`config.mk`:
```
export PLATFORM = sky130hd
export DESIGN_NAME = xfer_sched_flat
export DESIGN_NICKNAME = d
export VERILOG_FILES = /design/src/rtl/xfer_sched_pkg.sv /design/src/rtl/xfer_sched_if.sv /design/src/rtl/xfer_sched_len_sync.sv /design/src/rtl/xfer_sched.sv /design/src/flat_wrapper.sv
export SDC_FILE = /design/constraint.sdc
export NUM_CORES = 1
export LEC_CHECK = 0
export CAP_MARGIN = 20
export CORE_MARGIN = 10
export CORE_UTILIZATION = 46
export CTS_CLUSTER_DIAMETER = 80
export DETAILED_ROUTE_END_ITERATION = 10
export PLACE_DENSITY = 0.73
export SYNTH_ARGS = -nofsm -noshare
export SYNTH_HDL_FRONTEND = slang
export SYNTH_SLANG_ARGS = --single-unit
```
`constraint.sdc`:
```
create_clock -name clock_100KHZ -period 4.8 [get_ports clock_100KHZ]
set_input_delay 0.96 -clock clock_100KHZ [delete_from_list [all_inputs] [get_ports clock_100KHZ]]
set_output_delay 0.96 -clock clock_100KHZ [all_outputs]
set_load 0.05 [all_outputs]
```
`src/rtl/xfer_sched_pkg.sv`:
```
// Shared types and default sizing for the serial-to-queue transfer scheduler.
// Latency: n/a (types and constants only).
// Backpressure: n/a.
package xfer_pkg;

   typedef enum logic [2:0] {IDLE, ENQ, DEQ, SETTLE, ACK} xfer_state_t;

   typedef enum logic {GRANT_ENQ, GRANT_DEQ} grant_t;

   localparam int RATIO_DEF = 10;
   localparam int DEPTH_DEF = 8;
   localparam int LEN_W_DEF = 4;

endpackage

```
`src/rtl/xfer_sched_if.sv`:
```
// Deserializer handshake plus queue port bundle between scheduler and its peers.
// Latency: n/a (wires only).
// Backpressure: ack_out is withheld by the scheduler while the queue is full.
interface xfer_sched_if #(parameter int LEN_W = 4);

   logic             data_ready_in;
   logic [7:0]       deser_data_in;
   logic [LEN_W-1:0] queue_len_in;
   logic             ack_out;
   logic [7:0]       queue_data_out;
   logic             enqueue_out;
   logic             dequeue_out;

   modport master (
      input  data_ready_in, deser_data_in, queue_len_in,
      output ack_out, queue_data_out, enqueue_out, dequeue_out
   );

   modport slave (
      output data_ready_in, deser_data_in, queue_len_in,
      input  ack_out, queue_data_out, enqueue_out, dequeue_out
   );

endinterface

```
`src/rtl/xfer_sched_len_sync.sv`:
```
// Two-flop synchronizer bringing the 10 KHz queue length into clock_100KHZ.
// Latency: 2 cycles.
// Backpressure: none.
module len_sync #(
   parameter int LEN_W = 4
) (
   input  logic             clock_100KHZ,
   input  logic             reset,
   input  logic [LEN_W-1:0] len_in,
   output logic [LEN_W-1:0] len_s
);

   logic [LEN_W-1:0] meta;

   // two-stage capture of the slow-domain occupancy
   always_ff @(posedge clock_100KHZ or posedge reset) begin
      if (reset) begin
         meta  <= '0;
         len_s <= '0;
      end else begin
         meta  <= len_in;
         len_s <= meta;
      end
   end

endmodule

```
`src/rtl/xfer_sched.sv`:
```
// Arbitrates deserializer writes and dequeue requests onto the slow queue port with stretched strobes.
// Latency: eligible -> strobe 1 cycle; strobe RATIO cycles; ack after settle (>=3 cycles) + 1.
// Backpressure: a byte arriving while the queue is full stays pending and ack_out is withheld.
module xfer_sched
   import xfer_pkg::*;
#(
   parameter int DEPTH   = DEPTH_DEF,
   parameter int RATIO   = RATIO_DEF,
   parameter int LEN_W   = LEN_W_DEF,
   parameter int TIMEOUT = 2 * RATIO
) (
   input  logic          clock_100KHZ,
   input  logic          reset,
   input  logic          dequeue_req_in,
   output logic          busy_out,
   output logic          full_out,
   output logic          empty_out,
   output logic          err_out,
   xfer_sched_if.master  bus
);

   localparam int CNT_MAX = (RATIO > TIMEOUT) ? RATIO : TIMEOUT;
   localparam int CNT_W   = $clog2(CNT_MAX) + 1;

   xfer_state_t      state;
   grant_t           last_grant;
   grant_t           grant_sel;
   logic             grant_vld;
   logic             enq_elig;
   logic             deq_elig;
   logic             deq_pend;
   logic             acked;
   logic [LEN_W-1:0] len_s;
   logic [LEN_W-1:0] len_snap;
   logic [CNT_W-1:0] cnt;
   logic [7:0]       data_q;

   len_sync #(.LEN_W(LEN_W)) u_len_sync (
      .clock_100KHZ (clock_100KHZ),
      .reset        (reset),
      .len_in       (bus.queue_len_in),
      .len_s        (len_s)
   );

   assign full_out           = (len_s == LEN_W'(DEPTH));
   assign empty_out          = (len_s == '0);
   assign busy_out           = (state != IDLE);
   assign bus.enqueue_out    = (state == ENQ);
   assign bus.dequeue_out    = (state == DEQ);
   assign bus.ack_out        = (state == ACK);
   assign bus.queue_data_out = data_q;

   // eligibility and round-robin pick; on contention the op not granted last wins
   always_comb begin
      enq_elig  = bus.data_ready_in && !acked && !full_out;
      deq_elig  = deq_pend && !empty_out;
      grant_vld = enq_elig || deq_elig;
      grant_sel = GRANT_DEQ;
      if (enq_elig && deq_elig)
         grant_sel = (last_grant == GRANT_DEQ) ? GRANT_ENQ : GRANT_DEQ;
      else if (enq_elig)
         grant_sel = GRANT_ENQ;
   end

   // main sequencer: grant, stretch strobe, wait for the length to move, then ack writes
   always_ff @(posedge clock_100KHZ or posedge reset) begin
      if (reset) begin
         state      <= IDLE;
         cnt        <= '0;
         len_snap   <= '0;
         data_q     <= '0;
         last_grant <= GRANT_DEQ;
         err_out    <= 1'b0;
      end else begin
         case (state)
            IDLE: begin
               if (grant_vld) begin
                  last_grant <= grant_sel;
                  len_snap   <= len_s;
                  cnt        <= '0;
                  if (grant_sel == GRANT_ENQ) begin
                     data_q <= bus.deser_data_in;
                     state  <= ENQ;
                  end else begin
                     state  <= DEQ;
                  end
               end
            end
            ENQ, DEQ: begin
               if (cnt == CNT_W'(RATIO - 1)) begin
                  cnt   <= '0;
                  state <= SETTLE;
               end else begin
                  cnt <= cnt + CNT_W'(1);
               end
            end
            SETTLE: begin
               if ((len_s != len_snap) || (cnt == CNT_W'(TIMEOUT - 1))) begin
                  // a length that never moved means the queue did not take the op
                  if (len_s == len_snap)
                     err_out <= 1'b1;
                  cnt   <= '0;
                  state <= ((last_grant == GRANT_ENQ) && bus.data_ready_in) ? ACK : IDLE;
               end else begin
                  cnt <= cnt + CNT_W'(1);
               end
            end
            ACK:     state <= IDLE;
            default: state <= IDLE;
         endcase
      end
   end

   // pending dequeue merges repeat requests; acked blocks re-writing the same byte
   always_ff @(posedge clock_100KHZ or posedge reset) begin
      if (reset) begin
         deq_pend <= 1'b0;
         acked    <= 1'b0;
      end else begin
         if ((state == IDLE) && grant_vld && (grant_sel == GRANT_DEQ))
            deq_pend <= 1'b0;
         else if (dequeue_req_in)
            deq_pend <= 1'b1;

         if (state == ACK)
            acked <= 1'b1;
         else if (!bus.data_ready_in)
            acked <= 1'b0;
      end
   end

endmodule

```
`src/flat_wrapper.sv`:
```
// flat-port wrapper written by rule: the top's interface ports become plain ports
module xfer_sched_flat import xfer_pkg::*;
#(
   parameter int DEPTH   = DEPTH_DEF,
   parameter int RATIO   = RATIO_DEF,
   parameter int LEN_W   = LEN_W_DEF,
   parameter int TIMEOUT = 2 * RATIO
)
  (clock_100KHZ, reset, dequeue_req_in, busy_out, full_out, empty_out, err_out, bus_data_ready_in, bus_deser_data_in, bus_queue_len_in, bus_ack_out, bus_queue_data_out, bus_enqueue_out, bus_dequeue_out);
  xfer_sched_if #(.LEN_W(LEN_W)) bus_i ();
  input  logic clock_100KHZ;
  input  logic reset;
  input  logic dequeue_req_in;
  output logic busy_out;
  output logic full_out;
  output logic empty_out;
  output logic err_out;
  input wire logic [$bits(bus_i.data_ready_in)-1:0] bus_data_ready_in;
  input wire logic [$bits(bus_i.deser_data_in)-1:0] bus_deser_data_in;
  input wire logic [$bits(bus_i.queue_len_in)-1:0] bus_queue_len_in;
  output wire logic [$bits(bus_i.ack_out)-1:0] bus_ack_out;
  output wire logic [$bits(bus_i.queue_data_out)-1:0] bus_queue_data_out;
  output wire logic [$bits(bus_i.enqueue_out)-1:0] bus_enqueue_out;
  output wire logic [$bits(bus_i.dequeue_out)-1:0] bus_dequeue_out;
  assign bus_i.data_ready_in = bus_data_ready_in;
  assign bus_i.deser_data_in = bus_deser_data_in;
  assign bus_i.queue_len_in = bus_queue_len_in;
  assign bus_ack_out = bus_i.ack_out;
  assign bus_queue_data_out = bus_i.queue_data_out;
  assign bus_enqueue_out = bus_i.enqueue_out;
  assign bus_dequeue_out = bus_i.dequeue_out;
  xfer_sched #(.DEPTH(DEPTH), .RATIO(RATIO), .LEN_W(LEN_W), .TIMEOUT(TIMEOUT)) u_core (.clock_100KHZ(clock_100KHZ), .reset(reset), .dequeue_req_in(dequeue_req_in), .busy_out(busy_out), .full_out(full_out), .empty_out(empty_out), .err_out(err_out), .bus(bus_i));
endmodule
```
### After elaboration in Yosys (flattened, before gate mapping)

Index checks and enable logic that the tools add are counted.

| word-level totals | value |
|---|---|
| bits in registers | 33 |
| word-level logic and storage cells | 66 |
| output and inout bits | 15 |
| input bits | 16 |

| cells by class | value |
|---|---|
| bitwise operators | 2 |
| mux-type cells | 17 |
| equal/unequal tests | 13 |
| reductions and logical operators | 23 |
| $add $sub $neg | 1 |

Operator list:

| kind | count |
|---|---|
| 6-bit two-way mux | 3 |
| 6-bit one-hot mux with 3 select lines | 1 |
| 3-bit two-way mux | 4 |
| 3-bit one-hot mux with 3 select lines | 1 |
| 3-bit AND reduction | 3 |
| 2-bit by 1-bit inequality test with 1-bit output, second input constant | 4 |
| 1-bit logical AND | 7 |
| 1-bit two-way mux | 7 |
| 6-bit by 1-bit adder with 6-bit output, second input constant | 1 |
| 3-bit by 2-bit == test with 1-bit output, second input constant | 2 |
| 6-bit by 4-bit == test with 1-bit output, second input constant | 1 |
| 6-bit by 5-bit == test with 1-bit output, second input constant | 1 |
| 3-bit nonzero test | 2 |
| 4-bit == test | 1 |
| 4-bit == test, second input constant | 1 |
| 4-bit logical NOT | 1 |
| 4-bit inequality test | 1 |
| 2-bit AND reduction | 2 |
| 3-bit by 1-bit == test with 1-bit output, second input constant | 1 |
| 3-bit == test, second input constant | 1 |
| 1-bit logical NOT | 3 |
| 3-bit logical NOT | 1 |
| 1-bit logical OR | 2 |
| 2-bit two-way mux | 1 |
| other kinds (3) | 4 |

### Depth between registers and ports, before layout

Gate-level depths: netlist of run 1.

| depth | value |
|---|---|
| depth in word-level cells | 8 |
| gate-level depth with buffers | 8 |
| depth with buffers taken out | 7 |

### By module

A second synthesis of run 1 with hierarchy kept.

| unflattened totals | value |
|---|---|
| cell total of the unflattened synthesis | 122 |
| area, all modules | 1,483.9 µm² |

By module, submodules not included:

| module | cells each | times used | seq. area each (µm²) | area an instance (µm²) |
|---|---|---|---|---|
| xfer_sched | 113 | 1 | 626.9 | 1,280.0 |
| len_sync | 9 | 1 | 200.2 | 203.9 |

### Worst setup path after synthesis of run 1

No wires, ideal clock.

| path | value |
|---|---|
| kind | register to output |
| start | register u_core.u_len_sync.len_s[0] |
| end | output port empty_out |
| data required time | 3.840 ns |
| path slack | 1.811 ns |
| buffers on the path | 0 |
| arrival time | 2.029 ns |
| stages on the path, launching flop included | 2 |
| cell sequence | dfrtp_1 > nor4_1 |

| between the ends | value |
|---|---|
| word-level cells in the longest chain between the ends | 1 |

Ends and longest elaborated chain:

| item | RTL line | RTL |
|---|---|---|
| start, declared | xfer_sched_len_sync.sv:10 | `output logic [LEN_W-1:0] len_s` |
| start signal, assigned | xfer_sched_len_sync.sv:22 | `len_s <= meta;` |
| 4-bit logical NOT | xfer_sched.sv:46 | `assign empty_out = (len_s == '0);` |
| end, declared | flat_wrapper.sv:16 | `output logic empty_out;` |

Every way passes these cells.

### Worst setup path after layout of run 1

| path | value |
|---|---|
| start | register u_core.u_len_sync.len_s[0] |
| end | output port full_out |

| between the ends | value |
|---|---|
| word-level cells in the longest chain between the ends | 1 |

Ends and longest elaborated chain:

| item | RTL line | RTL |
|---|---|---|
| 4-bit == test | xfer_sched.sv:45 | `assign full_out = (len_s == LEN_W'(DEPTH));` |
| end, declared | flat_wrapper.sv:15 | `output logic full_out;` |

Every way passes these cells.

==> run summary, run 1 <==
DR top layer -> met4
WL/cell -> 15.3 um
Hold WS -> 341 ps
Syn Nets -> 131
DRC -> 0
drt initial violations -> 18
Hold Path Sink -> u_core.u_len_sync.len_s[1]$_DFF_PP0_
IO Pins -> 31
commonest non-fill, non-tap cells in the layout -> dfrtp_1, clkdlybuf4s50_1, mux2_4
Syn Std Cell Area -> 1500 um2
Fillers -> 256
# H-tree levels -> 2
yosys warns -> 0
max_slew headroom -> 62.0%
fin nets -> 165
area grow syn2layout -> 26.0%
post-route setup slack -> 1660 ps
Routability Congestion -> 0.784
clk buf depth -> 2
clk sinks -> 33
met2 wire len -> 1340 um
die area -> 5930 um2
DP Worst Slack -> 1990 ps
Die Span X -> 77.0 um
post-CTS sizing -> 0
r2r worst-path depth -> 6
largest net degree at the start of global routing -> 34
routed wl met3 -> 302 um
routed wire length -> 2920 um
outcome -> finished clean
Global Route Usage Sum -> 10.2%
flip-flop and latch area -> 827 um2
Fin. Hold Viols -> 0
via count -> 981
Max-Cap Viols -> 0
Core Region -> 3080 um2
initial cell density of the core -> 48.6%
setup_tns -> 0 ps
Async S/R FF share, synth -> 100%
Synth Flop Type -> dfrtp_1
Worst Tran Pin Value -> 567 ps
clock slew at reported path FFs -> 100 ps
CTS tree -> yes
DP Wirelength -> 2210 um
CP required -> 3840 ps
pwr dens -> 246 nW/um2
Worst path top cell family by delay -> buffers and inverters
most common cell after layout, fill and taps aside -> dfrtp_1
worst skew pair latency -> 330 ps
vias in the first global route -> 1079
antenna cells -> 0
f_max -> 319 MHz
number of synthesized flops with an enable pin -> 0
initial antenna violation count -> 0
Synth Instances -> 113
Multi-input gate area -> 622 um2
post-synthesis sequential area ratio -> 55.3%
Post-CTS Setup Bufs -> 0
worst-path maximum fanout -> 4
share of cells above drive strength 1 -> 18.4%
Detail Route Antenna Nets -> 0
CP Cell Sequence -> or4b_4, inv_1, clkdlybuf4s50_1
Unique masters post-synth -> 37
Die Y -> 77.0 um
wire length of the first global-routing pass -> 4910 um
clk_skew -> 14.0 ps
Critical Path AT -> 2180 ps
PortBufs -> 30
Worst Hold Depth -> 0
worst reg2reg setup slack -> 2690 ps
R2R Path End -> u_core.state[1]$_DFFE_PP0P_
slowest CP cell -> clkdlybuf4s50_1
P_leak -> 0.881 nW
DR vias/cell -> 5.14
CP Class -> flop to output port
num rows -> 20
Final period util -> 65.4%
Final Slew Violations -> 0
HP Class -> flop to flop
CP Launch Type -> flop
met1 wire length -> 1240 um
Synth Register Bits -> 33
nature of the critical path endpoint -> output port
total congestion overflow -> 0
mean post-synth cell area -> 13.2 um2
Worst Min Path Start -> u_core.u_len_sync.meta[1]$_DFF_PP0_
CTS Root Buffer Type -> clkbuf_4
CP peak stage delay -> 800 ps
Setup violations, final -> 0
VDD IR max -> 140 uV
DRT Pass-1 Iters -> 4
TritonCTS buffer count -> 5
minimum clock period -> 3140 ps
RSZ-0062 raised after global routing -> no
reg2reg start -> u_core.cnt[0]$_DFFE_PP0P_
Buf+Inv Stages, Crit Path -> 2
Post-CTS Hold Fix Bufs -> 0
==> cell usage after synthesis (2+ instances only) <==
cell	number	share of area, %
a21o_1	5	2.5
a31oi_1	2	0.84
and3_1	2	0.84
buf_2	2	0.67
dfrtp_1	32	54
ha_1	2	1.7
inv_1	5	1.3
mux2_2	5	3.8
mux2_4	8	8.0
nand2_1	3	0.75
nand3_1	2	0.67
nor2_1	4	1.0
nor3b_1	5	2.5
nor4_1	3	1.3
o21ai_0	4	1.3
o22ai_1	2	0.84
o32a_1	2	1.3
or3_1	2	0.84
xnor2_1	5	2.9
==> report_power, final <==
| group | internal [mW] | switching (mW) |
|---|---|---|
| combinational | 0.0148 | 0.0117 |
| sequential | 0.281 | 0.00233 |
| clock | 0.0691 | 0.0843 |
| total | 0.365 | 0.0983 |
==> worst max path at each step <==
stage / start / end / slack [ps] / depth (start not counted)
after floorplan: u_core.u_len_sync.len_s[0]$_DFF_PP0_ / empty_out / 1810 / 1
after global placement: u_core.u_len_sync.len_s[0]$_DFF_PP0_ / full_out / 2010 / 3
after detailed placement: u_core.u_len_sync.len_s[0]$_DFF_PP0_ / full_out / 1990 / 3
after CTS: u_core.u_len_sync.len_s[0]$_DFF_PP0_ / full_out / 1630 / 3
after global routing: u_core.u_len_sync.len_s[0]$_DFF_PP0_ / full_out / 1570 / 3
final: u_core.u_len_sync.len_s[0]$_DFF_PP0_ / full_out / 1660 / 3
==> logic make-up (layout without fill, tap and decap cells) <==
family          count (synthesis)  in the layout  share of synthesized area, %
fa+ha+maj                       2              2                          1.67
simple gates                   29             29                          13.6
compound gates                 20             20                          10.3
mux                            14             14                          12.5
flops                          33             33                          55.3
xor+xnor                        6              6                          3.51
buf+inv                         9             43                          3.18
==> metrics by stage <==
step	utilization [%]	cells	area, um2	total power [mW]
3_5_place_dp	59.5	184	1830	0.316
2_1_floorplan	-	113	1500	0.299
6_report	61.3	191	1890	0.463
5_1_grt	61.3	191	1890	0.480
3_3_place_gp	59.5	184	1830	0.316
4_1_cts	61.3	191	1890	0.469
==> worst register-to-register path, cell delays in order, from the launching register on <==
cell and delay (ps):
dfrtp_1 420, ha_1 220, nand2_1 70, nor4_1 290, o32a_1 520, mux2_2 390, o21a_1 100
==> area by class of cell <==
cell class	count	share of cell area (%)
timing repair buffer	31	16.3
multi-input combinational	71	33.0
tap	44	2.92
inverter	5	0.995
clock buffer	7	2.92
sequential	33	43.9
==> state kept, by name, summed over array words and instances, names as in the netlist <==
name,flops
u_core.bus.queue_data_out,8
u_core.cnt,6
u_core.len_snap,4
u_core.u_len_sync.len_s,4
u_core.u_len_sync.meta,4
u_core.state,3
u_core.acked,1
u_core.deq_pend,1
u_core.err_out,1
u_core.last_grant,1
==> layer usage <==
layer | vias up | global-route usage (%)
met3 | 4 | 6.88
met4 | 0 | 3.28
met5 | - | 0
li1 | 467 | -
met2 | 32 | 15.3
met1 | 478 | 11.5
Note: power is estimated with default switching activity, not from simulation.
==> inputs of run 2 (changes only) <==
Settings changed: CORE_UTILIZATION 46 to 45, PLACE_DENSITY 0.73 to 0.74.
Clock period 4.8 ns to 2.6 ns, I/O delays scaled along.
==> run 2 against run 1 <==
  * Global-route usage hardly changed
  * Worst hold slack better by 15 ps
  * Non-clock buffer count up 1
  * Worst setup slack got worse by 1500 ps
  * Largest cell class unchanged
  * Die area rose by 1.6%
==> run summary, run 2 (synthesis gave the netlist of run 1 again) <==
worst reg2reg setup slack -> 630 ps
WL/cell -> 15.0 um
CTS Root Buffer Type -> clkbuf_4
CP Class -> flop to output port
PortBufs -> 30
outcome -> finished clean
Max-Cap Viols -> 0
die area -> 6030 um2
DRC -> 0
IO Pins -> 31
via count -> 981
setup_tns -> 0 ps
worst-path maximum fanout -> 9
drt initial violations -> 33
Fillers -> 265
final core utilization -> 60.6%
Global Route Usage Sum -> 10.3%
Die Y -> 77.7 um
DRT Pass-1 Iters -> 4
commonest non-fill, non-tap cells in the layout -> dfrtp_1, clkdlybuf4s50_1, mux2_4
Detail Route Antenna Nets -> 0
clk buf depth -> 2
post-route setup slack -> 129 ps
Final period util -> 95.0%
# H-tree levels -> 2
num rows -> 20
Die Span X -> 77.7 um
Post-CTS Setup Bufs -> 0
TritonCTS buffer count -> 5
vias in the first global route -> 1073
largest net degree at the start of global routing -> 34
minimum clock period -> 2470 ps
clk_skew -> 6.92 ps
clock slew at reported path FFs -> 100 ps
wire length of the first global-routing pass -> 4910 um
initial cell density of the core -> 47.8%
HP Class -> flop to flop
routed wire length -> 2890 um
nature of the critical path endpoint -> output port
max_slew headroom -> 63.1%
Routability Congestion -> 0.761
antenna cells -> 0
fin nets -> 166
most common cell after layout, fill and taps aside -> dfrtp_1
worst skew pair latency -> 330 ps
share of cells above drive strength 1 -> 20.8%
P_leak -> 0.905 nW
CTS tree -> yes
DR vias/cell -> 5.08
CP Launch Type -> flop
area grow syn2layout -> 26.6%
Final Slew Violations -> 0
Fin. Hold Viols -> 0
Core Region -> 3130 um2
pwr dens -> 443 nW/um2
RSZ-0062 raised after global routing -> no
f_max -> 405 MHz
initial antenna violation count -> 0
Worst Tran Pin Value -> 551 ps
total congestion overflow -> 0
clk sinks -> 33
CP required -> 2080 ps
VDD IR max -> 312 uV
Setup violations, final -> 0
DP Wirelength -> 2250 um
Critical Path AT -> 1950 ps
DP Worst Slack -> 383 ps
max reg flops -> 8
[run 2: worst paths after layout]
kind / startpoint / to / depth (start not counted)
setup / recovery: u_core.state[0]$_DFFE_PP0P_ / bus_ack_out / 3
hold / removal: u_core.u_len_sync.meta[2]$_DFF_PP0_ / u_core.u_len_sync.len_s[2]$_DFF_PP0_ / 0
setup reg to reg: u_core.cnt[0]$_DFFE_PP0P_ / u_core.cnt[3]$_DFFE_PP0P_ / 7
hold reg to reg: u_core.u_len_sync.meta[2]$_DFF_PP0_ / u_core.u_len_sync.len_s[2]$_DFF_PP0_ / 0
max in group asynchronous: reset / u_core.last_grant$_DFFE_PP1N_ / 3
min in group asynchronous: reset / u_core.bus.queue_data_out[6]$_DFFE_PP0P_ / 3
[run 2: metal layers]
| metal | vias up | track usage (%) | routed length, um |
|---|---|---|---|
| met1 | 468 | 10.5 | 1210 |
| met4 | 0 | 4.93 | 47 |
| met2 | 34 | 15.6 | 1300 |
| li1 | 475 | - | - |
| met3 | 4 | 7.37 | 332 |
| met5 | - | 0 | 0 |
[run 2: timing repair]
| item | 4_1_cts | 5_1_grt |
|---|---|---|
| hold buffers | 0 | 0 |
| resized for setup | 1 | 1 |
| endpoints found under the setup margin | 1 | 1 |
| cloned | 0 | 0 |
[run 2: power by group]
part           internal (mW)  leakage (nW)  switching [mW]
Clock                  0.103        0.0320           0.164
Sequential             0.519         0.424         0.00514
Combinational         0.0274         0.449          0.0216
Total                  0.649         0.905           0.191
[run 2: worst max-delay path: stages, from the launching register on]
cell and delay [ps]:
dfrtp_1 470, nor2_1 160, and2_1 170, clkdlybuf4s50_1 810
[run 2: area by class of cell]
| cell class | instances | area, um2 | share of cell area (%) |
|---|---|---|---|
| tap | 44 | 55.1 | 2.91 |
| sequential | 33 | 827 | 43.7 |
| multi-input combinational | 71 | 628 | 33.2 |
| timing repair buffer | 32 | 314 | 16.6 |
| clock buffer | 6 | 41.3 | 2.18 |
| inverter | 5 | 18.8 | 0.991 |
| clock inverter | 2 | 10.0 | 0.528 |
[run 2: metrics by stage]
| step | hold WS, ps | std cells | power [mW] | instance area, um2 |
|---|---|---|---|---|
| after detailed placement | 335 | 185 | 0.585 | 1840 |
| after floorplan | 331 | 113 | 0.553 | 1500 |
| after global routing | 370 | 193 | 0.880 | 1890 |
| after CTS | 357 | 193 | 0.854 | 1890 |
| after global placement | 332 | 185 | 0.583 | 1840 |
| final | 356 | 193 | 0.840 | 1890 |
==> RTL edit 1, RTL diff (flow settings as in run 1) <==
Put one more register stage on the output `err_out`, cleared by the reset. The value now appears one clock later. The other outputs are not delayed to match.
--- a/src/rtl/xfer_sched.sv
+++ b/src/rtl/xfer_sched.sv
@@ -21,6 +21,8 @@
 
    localparam int CNT_MAX = (RATIO > TIMEOUT) ? RATIO : TIMEOUT;
    localparam int CNT_W   = $clog2(CNT_MAX) + 1;
+
+   logic err_s0;
 
    xfer_state_t      state;
    grant_t           last_grant;
@@ -70,7 +72,7 @@
          len_snap   <= '0;
          data_q     <= '0;
          last_grant <= GRANT_DEQ;
-         err_out    <= 1'b0;
+         err_s0     <= 1'b0;
       end else begin
          case (state)
             IDLE: begin
@@ -98,7 +100,7 @@
                if ((len_s != len_snap) || (cnt == CNT_W'(TIMEOUT - 1))) begin
                   // a length that never moved means the queue did not take the op
                   if (len_s == len_snap)
-                     err_out <= 1'b1;
+                     err_s0 <= 1'b1;
                   cnt   <= '0;
                   state <= ((last_grant == GRANT_ENQ) && bus.data_ready_in) ? ACK : IDLE;
                end else begin
@@ -129,5 +131,13 @@
       end
    end
 
+   always_ff @(posedge clock_100KHZ or posedge reset) begin
+      if (reset) begin
+         err_out <= '0;
+      end else begin
+         err_out <= err_s0;
+      end
+   end
+
 endmodule
 
Behaviour: same outputs for any inputs over 10 cycles, from zero or initial values and one cycle with reset high; that may be too few to reach the edited logic, so the function may still have changed.
==> RTL edit 1 against run 1 <==
  * Synthesized area down 1.3%
  * Final area down 0.60%
  * Global-route usage up 0.15 points
  * Critical path depth unchanged
  * Routed wire length down 4.7%
  * Worst setup slack worse by 0.032 ns
  * Sequential cell count up 1
  * Final cell count up 2.6%
  * Critical path type unchanged
  * Critical endpoint is now busy_out
  * Largest cell class unchanged
  * Highest routed layer unchanged
Power is not compared: it rests on default switching activity, and its combinational part moved more than twofold at a synthesized area within 25%.
==> RTL edit 1: results (changes against run 1) <==
run status -> finished clean
clkbuf count -> 6 (-1)
RD Place Congestion -> 0.786 (+0.28%)
Iter 0 DRT Violations -> 52 (+34)
final wirelength -> 2780 um (-4.7%)
FF+latch count -> 34 (+3.0%)
pin count of the biggest net entering global routing -> 35 (+2.9%)
synthesized net count -> 134 (+2.3%)
clock skew -> 0.00944 ns (-0.00461 ns)
post-layout min period -> 3.17 ns (+0.0319 ns)
invs w/o clock -> 6 (+1)
Critical Path AT -> 2.21 ns (+0.03 ns)
Setup crit end -> busy_out
pre-CTS WS -> 1.77 ns (-0.224 ns)
Finished Layout Cells -> 196 (+2.6%)
Crit path largest cell delay -> 0.74 ns (-0.06 ns)
FF-to-FF path depth -> 4 (-2)
clk tree area frac -> 2.94% (+0.018 points)
reg2reg end -> u_core.bus.queue_data_out[3]
placed cell count -> 188 (+2.2%)
dpl cell area -> 1820 um^2 (-0.62%)
flip-flop and latch area -> 852 um^2 (+3.0%)
Signal buf overhead -> 16.4% (+0.098 points)
Hold Slack -> 0.356 ns (+0.0154 ns)
top post-synthesis cells by area -> dfrtp_1 56%, mux2_4 8.1%, mux2_2 3.1%
crit path from -> u_core.state[0]
multi-input gates -> 73 (+2.8%)
DP HPWL -> 2120 um (-4.2%)
post-route cell area -> 1870 um^2 (-0.60%)
first-pass GRT wire length -> 4860 um (-0.84%)
worst slew pin tran -> 0.614 ns (+0.0466 ns)
==> RTL edit 1: cell count changes after synthesis, sizes merged, moves of 2 or more <==
cell	run 1	this run
nor4	3	1
nand2	3	6
a21oi	1	3
and4	1	3
a21o	6	2
and3	2	0
nor3b	5	3
o21ai	5	2
buf	4	2
nor3	0	2
==> RTL edit 1: cell families after synthesis <==
family,count (synthesis),share of synthesized area [%]
XOR/XNOR,5,2.97
flip-flops,34,57.7
AND/OR/NAND/NOR,34,14.0
adder cells (fa/ha/maj),2,1.69
multiplexers,13,11.9
AO/OA/AOI/OAI,19,8.90
buffers and inverters,9,2.88
==> RTL edit 1: critical path, delay by kind of cell, from the launching register on <==
kind | cells | cell delay, ns
flip-flops | 1 | 0.46
AND/OR/NAND/NOR | 1 | 0.55
buffers and inverters | 2 | 0.86
==> RTL edit 1: layer usage <==
metal	track usage (%)	vias up	share of wire, %
met5	0	-	0
met4	4.46	0	1.4
met3	6.64	6	9.0
met2	15.5	29	48
met1	11.5	481	42
li1	-	493	-
==> RTL edit 2, RTL diff (flow settings as in run 1) <==
Made on the original files. Set the package constant `LEN_W_DEF` to 2 (it was 4).
--- a/src/rtl/xfer_sched_pkg.sv
+++ b/src/rtl/xfer_sched_pkg.sv
@@ -9,7 +9,7 @@
 
    localparam int RATIO_DEF = 10;
    localparam int DEPTH_DEF = 8;
-   localparam int LEN_W_DEF = 4;
+   localparam int LEN_W_DEF = 2;
 
 endpackage
 
Ports: changed (resized bus_queue_len_in); port bits go from 31 to 29. The function was not compared with the original's and may differ.
==> RTL edit 2 against run 1 <==
  * Worst setup slack improved by 0.18 ns
  * Synthesized area fell by 15%
  * Fmax rose by 6.0%
  * Global-route usage fell by 0.072 points
  * Non-clock buffer count fell by 2
  * Routed wire length fell by 14%
  * Sequential cell count fell by 6
  * Hold slack improved by 0.028 ns
  * Final area fell by 15%
  * Sequential share of layout area fell by 1.4 points
  * Critical endpoint is now bus_ack_out
  * Largest cell class unchanged
Power is not compared: it rests on default switching activity, and its combinational part moved more than twofold at a synthesized area within 25%.
==> RTL edit 2: results (changes against run 1) <==
max_slew headroom -> 64.4% (+2.4 points)
CP Max Fanout -> 10 (+6)
RD Place Congestion -> 0.772 (-1.5%)
Worst R2R Start -> u_core.acked
Synth Area per Inst -> 11.7 um^2 (-11%)
first-pass GRT wire length -> 4380 um (-11%)
top post-synthesis cells by area -> dfrtp_1 51%, mux2_2 8.9%, a21o_1 3.0%
synthesized net count -> 124 (-5.3%)
Avg WL per Cell -> 15.1 um (-1.3%)
final wirelength -> 2500 um (-14%)
Hold Path End -> u_core.u_len_sync.len_s[0]
vias per cell -> 5.45 (+6.1%)
pin count of the biggest net entering global routing -> 28 (-18%)
drt pass-1 iters -> 3 (-1)
most frequent cells after synthesis -> 26 x dfrtp_1, 10 x mux2_2, 6 x inv_1, 6 x nor2_1
Crit path largest cell delay -> 0.85 ns (+0.05 ns)
crit path from -> u_core.state[2]
met1 usage -> 11.7% (+0.28 points)
placed cell count -> 161 (-13%)
vias in the first global route -> 990 (-8.2%)
GR Util All Layers -> 10.2% (-0.072 points)
run status -> finished clean
library cells used by synthesis -> 34 (-8.1%)
total clock buffers created by CTS -> 3 (-2)
met3 global-route usage -> 5.31% (-1.6 points)
grt met2 use -> 15.6% (+0.30 points)
Iter 0 DRT Violations -> 39 (+21)
Hold Crit Start -> u_core.u_len_sync.meta[0]
FF-to-FF path depth -> 4 (-2)
DP HPWL -> 1950 um (-12%)
reg2reg end -> u_core.bus.queue_data_out[4]
-- RTL edit 2: cell count changes after synthesis, moves of 3 or more --
cell     before  now
mux2_4        8    0
dfrtp_1      32   26
mux2_2        5   10
a21oi_1       1    5
nor4_1        3    0
-- RTL edit 2: critical path, delay by kind of cell, from the launching register on --
kind          cells  cell delay, ns
buf+inv           1            0.85
flops             1            0.54
simple gates      1            0.28
-- RTL edit 2: cells by family after synthesis --
family / share of synthesized area (%)
buffers and inverters: 4.45
AND/OR/NAND/NOR: 14.3
XOR/XNOR: 2.08
flip-flops: 53.5
AO/OA/AOI/OAI: 14.0
multiplexers: 9.68
adder cells (fa/ha/maj): 1.98
-- RTL edit 2: cell type report --
cell class | count | area (um^2)
fill | 207 | 950
sequential | 27 | 677
multi-input combinational | 69 | 533
timing repair buffer | 29 | 295
tap | 30 | 37.5
clock buffer | 4 | 26.3
inverter | 7 | 26.3
-- RTL edit 2: through the flow --
stage               hold WS, ns  worst slack [ns]  total power [mW]  cell area [um^2]
floorplan                 0.331              2.11             0.764              1270
global placement          0.333              2.04             0.907              1550
detailed placement        0.340              1.96             0.919              1550
CTS                       0.372              1.80              1.02              1580
global route              0.388              1.69              1.09              1600
finish                    0.369              1.84              1.01              1600
-- RTL edit 2: where the power goes --
group	internal [mW]	switching [mW]
clock network	0.0326	0.0643
logic	0.221	0.315
registers	0.306	0.0684
total	0.560	0.448
-- RTL edit 2: metal layers --
| metal | share of wire, % | routed length (um) |
|---|---|---|
| met1 | 41 | 1030 |
| met2 | 47 | 1170 |
| met3 | 11 | 265 |
| met4 | 1.5 | 38 |
| met5 | 0 | 0 |
